**src/rtl/uart_pkg.sv**
```systemverilog
// uart_pkg: shared UART constants, frame state encoding and character-length clamp
package uart_pkg;
  localparam logic [1:0] PAR_NONE = 2'd0;
  localparam logic [1:0] PAR_EVEN = 2'd1;
  localparam logic [1:0] PAR_ODD  = 2'd2;
  localparam logic [1:0] PAR_MARK = 2'd3;
  localparam int MIN_DATA_BITS = 5;
  typedef enum logic [2:0] {S_IDLE, S_START, S_DATA, S_PARITY, S_STOP, S_BREAK} state_t;
  function automatic logic [3:0] eff_len(input logic [3:0] db, input int max_w);
    return (int'(db) < MIN_DATA_BITS) ? 4'(MIN_DATA_BITS) : (int'(db) > max_w) ? 4'(max_w) : db;
  endfunction
endpackage

```
**src/rtl/uart_tx_cfg_if.sv**
```systemverilog
// uart_tx_cfg_if: host-side character FIFO write port and status
interface uart_tx_cfg_if #(parameter int DATA_W = 9);
  logic [DATA_W-1:0] fifo_in;
  logic              fifo_write;
  logic [15:0]       fifo_level;
  logic              fifo_full;
  modport master (output fifo_in, fifo_write, input fifo_level, fifo_full);
  modport slave  (input fifo_in, fifo_write, output fifo_level, fifo_full);
endinterface

```
**src/rtl/axi_fifo.sv**
```systemverilog
// axi_fifo: 2^SIZE-entry valid/ready FIFO reporting free entries
module axi_fifo #(
  parameter int SIZE = 4,
  parameter int DW   = 8
) (
  input  logic          clk,
  input  logic          rst_n,
  input  logic [DW-1:0] i_tdata,
  input  logic          i_tvalid,
  output logic          i_tready,
  output logic [DW-1:0] o_tdata,
  output logic          o_tvalid,
  input  logic          o_tready,
  output logic [15:0]   o_free
);
  localparam int DEPTH = 1 << SIZE;
  logic [DW-1:0]   mem_q [DEPTH];
  logic [SIZE-1:0] wr_q, wr_d, rd_q, rd_d;
  logic [SIZE:0]   cnt_q, cnt_d;
  logic            push, pop;
  assign i_tready = ~cnt_q[SIZE];
  assign o_tvalid = cnt_q != '0;
  assign o_tdata  = mem_q[rd_q];
  assign o_free   = 16'(DEPTH) - 16'(cnt_q);
  assign push     = i_tvalid & i_tready;
  assign pop      = o_tready & o_tvalid;
  always_comb begin
    wr_d  = wr_q + {{(SIZE-1){1'b0}}, push};
    rd_d  = rd_q + {{(SIZE-1){1'b0}}, pop};
    cnt_d = cnt_q + {{SIZE{1'b0}}, push} - {{SIZE{1'b0}}, pop};
  end
  always_ff @(posedge clk or negedge rst_n)
    if (!rst_n) begin
      wr_q  <= '0;
      rd_q  <= '0;
      cnt_q <= '0;
    end else begin
      wr_q  <= wr_d;
      rd_q  <= rd_d;
      cnt_q <= cnt_d;
    end
  always_ff @(posedge clk)
    if (push) mem_q[wr_q] <= i_tdata;
endmodule

```
**src/rtl/uart_baud_gen.sv**
```systemverilog
// uart_baud_gen: free-running bit-time counter producing a tick every clkdiv+1 clocks
module uart_baud_gen (
  input  logic        clk,
  input  logic        rst_n,
  input  logic [15:0] clkdiv,
  output logic        tick,
  output logic        baudclk
);
  logic [15:0] baud_ctr_q, baud_ctr_d;
  // >= so that lowering clkdiv below the count wraps without a tick
  always_comb baud_ctr_d = (baud_ctr_q >= clkdiv) ? '0 : baud_ctr_q + 16'd1;
  assign tick    = baud_ctr_q == clkdiv;
  assign baudclk = baud_ctr_q == 16'd1;
  always_ff @(posedge clk or negedge rst_n)
    if (!rst_n) baud_ctr_q <= '0;
    else baud_ctr_q <= baud_ctr_d;
endmodule

```
**src/rtl/uart_tx_cfg.sv**
```systemverilog
// uart_tx_cfg: FIFO-buffered UART transmitter with runtime length, parity, stop bits and break
module uart_tx_cfg
  import uart_pkg::*;
#(
  parameter int SIZE   = 4,
  parameter int DATA_W = 9
) (
  input  logic         clk,
  input  logic         rst_n,
  uart_tx_cfg_if.slave host,
  input  logic [15:0]  clkdiv,
  input  logic [3:0]   data_bits,
  input  logic [1:0]   parity_mode,
  input  logic         stop2,
  input  logic         tx_en,
  input  logic         brk,
  output logic         busy,
  output logic         tx_done,
  output logic         baudclk,
  output logic         tx
);
  logic              tick, f_valid, f_pop, in_rdy, sched, stop_last, par_x, new_par;
  logic [DATA_W-1:0] f_data, shift_q, shift_d;
  logic [3:0]        new_len, len_q, len_d, cnt_q, cnt_d;
  logic              par_en_q, par_en_d, par_bit_q, par_bit_d, stop2_q, stop2_d;
  logic              stop_hi_q, stop_hi_d, brk_stop_q, brk_stop_d, tx_q, tx_d;
  state_t            state_q, state_d;
  axi_fifo #(.SIZE(SIZE), .DW(DATA_W)) u_fifo (
    .clk(clk), .rst_n(rst_n),
    .i_tdata(host.fifo_in), .i_tvalid(host.fifo_write), .i_tready(in_rdy),
    .o_tdata(f_data), .o_tvalid(f_valid), .o_tready(f_pop),
    .o_free(host.fifo_level)
  );
  assign host.fifo_full = ~in_rdy;
  uart_baud_gen u_baud (.clk(clk), .rst_n(rst_n), .clkdiv(clkdiv), .tick(tick), .baudclk(baudclk));
  assign new_len = eff_len(data_bits, DATA_W);
  always_comb begin
    par_x = 1'b0;
    for (int i = 0; i < DATA_W; i++) par_x ^= f_data[i] & (i < int'(new_len));
    new_par = (parity_mode == PAR_MARK) ? 1'b1 : (parity_mode == PAR_ODD) ? ~par_x : par_x;
  end
  assign busy      = state_q != S_IDLE;
  assign tx        = tx_q;
  assign stop_last = brk_stop_q | ~stop2_q | stop_hi_q;
  // IDLE and the final stop tick share the same frame-launch rules
  assign sched     = tick & ((state_q == S_IDLE) | ((state_q == S_STOP) & stop_last));
  always_comb begin
    state_d    = state_q;
    shift_d    = shift_q;
    len_d      = len_q;
    cnt_d      = cnt_q;
    par_en_d   = par_en_q;
    par_bit_d  = par_bit_q;
    stop2_d    = stop2_q;
    stop_hi_d  = stop_hi_q;
    brk_stop_d = brk_stop_q;
    tx_d       = tx_q;
    f_pop      = 1'b0;
    tx_done    = 1'b0;
    if (sched) begin
      tx_done    = (state_q == S_STOP) & ~brk_stop_q;
      stop_hi_d  = 1'b0;
      brk_stop_d = 1'b0;
      if (brk) begin
        state_d = S_BREAK;
        tx_d    = 1'b0;
      end else if (tx_en & f_valid) begin
        f_pop     = 1'b1;
        shift_d   = f_data;
        len_d     = new_len;
        par_en_d  = parity_mode != PAR_NONE;
        par_bit_d = new_par;
        stop2_d   = stop2;
        state_d   = S_START;
        tx_d      = 1'b0;
      end else begin
        state_d = S_IDLE;
        tx_d    = 1'b1;
      end
    end else if (tick) begin
      case (state_q)
        S_START: begin
          tx_d    = shift_q[0];
          shift_d = shift_q >> 1;
          cnt_d   = 4'd1;
          state_d = S_DATA;
        end
        S_DATA:
          if (cnt_q == len_q) begin
            state_d = par_en_q ? S_PARITY : S_STOP;
            tx_d    = par_en_q ? par_bit_q : 1'b1;
          end else begin
            tx_d    = shift_q[0];
            shift_d = shift_q >> 1;
            cnt_d   = cnt_q + 4'd1;
          end
        S_PARITY: begin
          state_d = S_STOP;
          tx_d    = 1'b1;
        end
        S_STOP: stop_hi_d = 1'b1;
        S_BREAK:
          if (!brk) begin
            state_d    = S_STOP;
            tx_d       = 1'b1;
            brk_stop_d = 1'b1;
          end
        default: state_d = S_IDLE;
      endcase
    end
  end
  always_ff @(posedge clk or negedge rst_n)
    if (!rst_n) begin
      state_q    <= S_IDLE;
      shift_q    <= '0;
      len_q      <= '0;
      cnt_q      <= '0;
      par_en_q   <= 1'b0;
      par_bit_q  <= 1'b0;
      stop2_q    <= 1'b0;
      stop_hi_q  <= 1'b0;
      brk_stop_q <= 1'b0;
      tx_q       <= 1'b1;
    end else begin
      state_q    <= state_d;
      shift_q    <= shift_d;
      len_q      <= len_d;
      cnt_q      <= cnt_d;
      par_en_q   <= par_en_d;
      par_bit_q  <= par_bit_d;
      stop2_q    <= stop2_d;
      stop_hi_q  <= stop_hi_d;
      brk_stop_q <= brk_stop_d;
      tx_q       <= tx_d;
    end
endmodule

```
**src/flat_wrapper.sv**
```systemverilog
// flat-port wrapper written by rule: the top's interface ports become plain ports
module uart_tx_cfg_flat import uart_pkg::*;
#(
  parameter int SIZE   = 4,
  parameter int DATA_W = 9
)
  (clk, rst_n, clkdiv, data_bits, parity_mode, stop2, tx_en, brk, busy, tx_done, baudclk, tx, host_fifo_in, host_fifo_write, host_fifo_level, host_fifo_full);
  uart_tx_cfg_if #(.DATA_W(DATA_W)) host_i ();
  input  logic clk;
  input  logic rst_n;
  input  logic [15:0] clkdiv;
  input  logic [3:0] data_bits;
  input  logic [1:0] parity_mode;
  input  logic stop2;
  input  logic tx_en;
  input  logic brk;
  output logic busy;
  output logic tx_done;
  output logic baudclk;
  output logic tx;
  input wire logic [$bits(host_i.fifo_in)-1:0] host_fifo_in;
  input wire logic [$bits(host_i.fifo_write)-1:0] host_fifo_write;
  output wire logic [$bits(host_i.fifo_level)-1:0] host_fifo_level;
  output wire logic [$bits(host_i.fifo_full)-1:0] host_fifo_full;
  assign host_i.fifo_in = host_fifo_in;
  assign host_i.fifo_write = host_fifo_write;
  assign host_fifo_level = host_i.fifo_level;
  assign host_fifo_full = host_i.fifo_full;
  uart_tx_cfg #(.SIZE(SIZE), .DATA_W(DATA_W)) u_core (.clk(clk), .rst_n(rst_n), .host(host_i), .clkdiv(clkdiv), .data_bits(data_bits), .parity_mode(parity_mode), .stop2(stop2), .tx_en(tx_en), .brk(brk), .busy(busy), .tx_done(tx_done), .baudclk(baudclk), .tx(tx));
endmodule
```
**config.mk**
```make
export PLATFORM = sky130hd
export DESIGN_NAME = uart_tx_cfg_flat
export DESIGN_NICKNAME = d
export VERILOG_FILES = /design/src/rtl/uart_pkg.sv /design/src/rtl/uart_tx_cfg_if.sv /design/src/rtl/axi_fifo.sv /design/src/rtl/uart_baud_gen.sv /design/src/rtl/uart_tx_cfg.sv /design/src/flat_wrapper.sv
export SDC_FILE = /design/constraint.sdc
export NUM_CORES = 1
export LEC_CHECK = 0
export BUFFER_PORTS_ARGS = -buffer_cell sky130_fd_sc_hd__clkbuf_2
export CAP_MARGIN = 0
export CORE_MARGIN = 2
export CORE_UTILIZATION = 35
export CTS_CLUSTER_SIZE = 24
export DETAILED_ROUTE_END_ITERATION = 6
export PLACE_DENSITY = 0.6
export SYNTH_ARGS = -nofsm -noshare
export SYNTH_HDL_FRONTEND = slang
export SYNTH_HIERARCHICAL = 1
export SYNTH_SLANG_ARGS = --single-unit
export TNS_END_PERCENT = 50
```
**constraint.sdc**
```tcl
create_clock -name clk -period 11.6 [get_ports clk]
set_clock_uncertainty 0.2 [all_clocks]
set_input_delay 1.74 -clock clk [delete_from_list [all_inputs] [get_ports clk]]
set_output_delay 1.74 -clock clk [all_outputs]
set_load 0.03 [all_outputs]
```
==> results.py <==
metrics = {
    "worst_setup_path": {
        "slowest_delay_ns": 0.58,
        "cp-start-kind": "input port",
        "critPathLaunch": "clkdiv[15]",
        "endpoint_kind": "output pin",
        "r2r_start": "u_core/u_baud/baud_ctr_q[11]",
        "required_ns": 9.66,
        "crit_arrival_ns": 4.39,
        "slowest_stage": "or4_4",
        "setup.worst_path.class": "input port to output pin",
        "worstPathCellList": "clkbuf_2, inv_1, ha_1, nand4_1, or4_4, nor2_1, inv_1, or3_1, nor3_1, clkbuf_2",
        "path_max_fanout": 11,
    },
    "cts": {
        "cts-resized-gates": 0,
        "path_clk_slew_ns": 0.08,
        "cts_tree": "done",
        "cts-buffers-inserted": 17,
        "clockRootBuffer": "clkbuf_16",
        "clk_latency_ns": 0.43,
        "cts_max_path_buffers": 2,
        "ctsHoldBuffers": 0,
        "cts_setup_buffers": 0,
        "cts.sinks": 199,
        "htree_levels": 4,
    },
    "detailed_routing": {
        "vias": 5282,
        "wl_per_cell_um": 17.87,
        "via_per_inst": 5.138,
        "drt-initial-drc-count": 341,
        "drc": 0,
        "drt.antenna.violating_nets": 0,
        "drt-total-wl_um": 18370,
        "dr.pass1.iters": 5,
    },
    "status": {
        "status": "complete, no violations",
    },
    "global_route": {
        "grt_pass1_wl_um": 29390,
        "antenna_found_initial": 0,
        "grtUsageTotal": 0.1364,
        "grt_start_max_net_pins": 56,
        "first_global_vias": 5326,
        "overflow": 0,
    },
    "flow_run": {
        "drv_cap": 0,
    },
    "hold_path": {
        "hold_path.class": "flip-flop to flip-flop",
        "hp-start": "u_core/par_bit_q",
    },
    "timing": {
        "maxSlewViolCount": 0,
        "fmax_mhz": 158.0,
        "tightest_slew_ns": 0.9085,
        "layout_min_cycle_time_ns": 6.327,
        "fin_tns_setup_ns": 0,
        "period_share": 0.5455,
        "max-slew-margin-rel": 0.3921,
        "setup_viol": 0,
        "hold_viol": 0,
        "rsz0062_at_grt": "false",
    },
    "synth": {
        "synthFlopType": "edfxtp_1",
        "synth-seq-cells": 199,
        "synth_cell_types": 67,
        "netlist_area_um2": 9255,
        "yosysWarnings": 6,
        "synth_async_sr_flop_share": 0.2764,
        "syn_inst": 631,
        "yosysSeqAreaShare": 0.6161,
        "synth_edf_count": 144,
        "syn-num-nets": 700,
        "syn_area_per_cell_um2": 14.67,
    },
    "power": {
        "power_density_nw_per_um2": 174.9,
        "power_mw": 1.817,
        "vdd_drop_max_mv": 0.1163,
        "leakage_nw": 3.952,
    },
    "cells_and_area": {
        "mostFrequentLayoutCells": "144 x edfxtp_1, 59 x nand2_1, 57 x clkbuf_2",
        "antenna_cells": 0,
        "syn2layout_area_growth_pct": 12.24,
        "design_area_um2": 10390,
        "fin_nets": 749,
        "utilization": 0.3998,
        "final_common_cell": "edfxtp_1",
        "drive_above_1_share": 0.2121,
    },
    "floorplanning": {
        "row_count": 59,
        "die_h_um": 166.6,
        "core_area_um2": 25980,
        "start_util": 0.3562,
        "io_pins": 58,
        "die_area_um2": 27760,
        "die_w_um": 166.6,
    },
    "placement": {
        "portBuffers": 57,
        "hpwl_um": 11970,
        "place_congestion": 0.7822,
        "post_dp_cell_area_um2": 9777,
    },
}
==> through the flow <==
step,instances,setup WS [ns],hold WS [ns]
floorplan,631,5.239,0.2381
global placement,996,5.201,0.2703
detailed placement,996,5.088,0.2759
CTS,1028,5.265,0.2949
global route,1028,5.065,0.3110
finish,1028,5.273,0.2891
==> layer usage <==
metal / GRT usage / vias up / wire, µm
met5: 0 / - / 0
met4: 0.03448 / 0 / 206
met3: 0.02662 / 15 / 800
met2: 0.2169 / 110 / 8771
met1: 0.1933 / 2667 / 8588
li1: - / 2490 / -
==> cell type report <==
type	instances	area, µm²
fillers	2412	15600
flip-flops and latches	199	5703
multi-input cells	365	3177
clock buffers	17	425.4
well taps	335	419.2
repair buffers	65	345.3
clock inverters	15	185.2
inverters	32	132.6
==> cells in the mapped netlist, drive strengths merged (5+ instances only) <==
| master | number | area (µm²) |
|---|---|---|
| o21ai | 15 | 86.34 |
| xor2 | 18 | 157.7 |
| nand2 | 59 | 221.5 |
| a21oi | 14 | 70.07 |
| dfrtp | 54 | 1351 |
| nor2b | 7 | 43.79 |
| clkbuf | 8 | 30.03 |
| inv | 31 | 116.4 |
| nand3 | 8 | 40.04 |
| or3 | 8 | 50.05 |
| and2 | 5 | 31.28 |
| mux4 | 36 | 867.1 |
| ha | 31 | 387.9 |
| a211oi | 5 | 37.54 |
| nand2b | 9 | 56.30 |
| a31oi | 10 | 62.56 |
| xnor2 | 10 | 87.58 |
| nand4 | 9 | 56.30 |
| nor3 | 20 | 150.1 |
| nor2 | 34 | 127.6 |
| edfxtp | 144 | 4324 |
| buf | 27 | 219.0 |
| a22oi | 19 | 142.6 |
==> power by group <==
group	total, mW	switching, mW	leakage (nW)	internal (mW)
logic	0.340	0.223	1.63	0.117
clock network	0.600	0.302	0.300	0.298
registers	0.876	0.0497	2.03	0.827
==> path summary, 6_finish.rpt <==
kind	endpoint	slack, ns	cells after the start
min in group asynchronous	u_core/u_baud/baud_ctr_q[12]	1.25	2
max in group asynchronous	u_core/u_fifo/rd_q[0]	9.41	2
hold reg to reg	u_core/par_bit_q	0.29	2
setup reg to reg	u_core/u_fifo/cnt_q[4]	6.53	15
setup / recovery	tx_done	5.27	10
hold / removal	u_core/par_bit_q	0.29	2
==> kinds of logic after synthesis <==
group / synth area share
AO/OA/AOI/OAI: 0.06855
XOR/XNOR: 0.03136
adder cells (fa/ha/maj): 0.04407
buffers and inverters: 0.04123
flip-flops: 0.6161
multiplexers: 0.09842
AND/OR/NAND/NOR: 0.1003
==> sequential cells by signal, indices dropped and copies added, names as in the netlist <==
signal,flops
u_core/u_fifo/mem_q,144
u_core/u_baud/baud_ctr_q,16
u_core/shift_q,9
u_core/u_fifo/cnt_q,5
u_core/cnt_q,4
u_core/len_q,4
u_core/u_fifo/rd_q,4
u_core/u_fifo/wr_q,4
u_core/state_q,3
u_core/brk_stop_q,1
u_core/par_bit_q,1
u_core/par_en_q,1
u_core/stop2_q,1
u_core/stop_hi_q,1
u_core/tx,1
==> worst max-delay path: cells and delay by family <==
kind / cells / cell delay, ns
buffers and inverters: 4 / 0.54
adders and majority gates: 1 / 0.30
and+or+nand+nor: 5 / 1.80
Note: power is estimated with default switching activity, not from simulation.
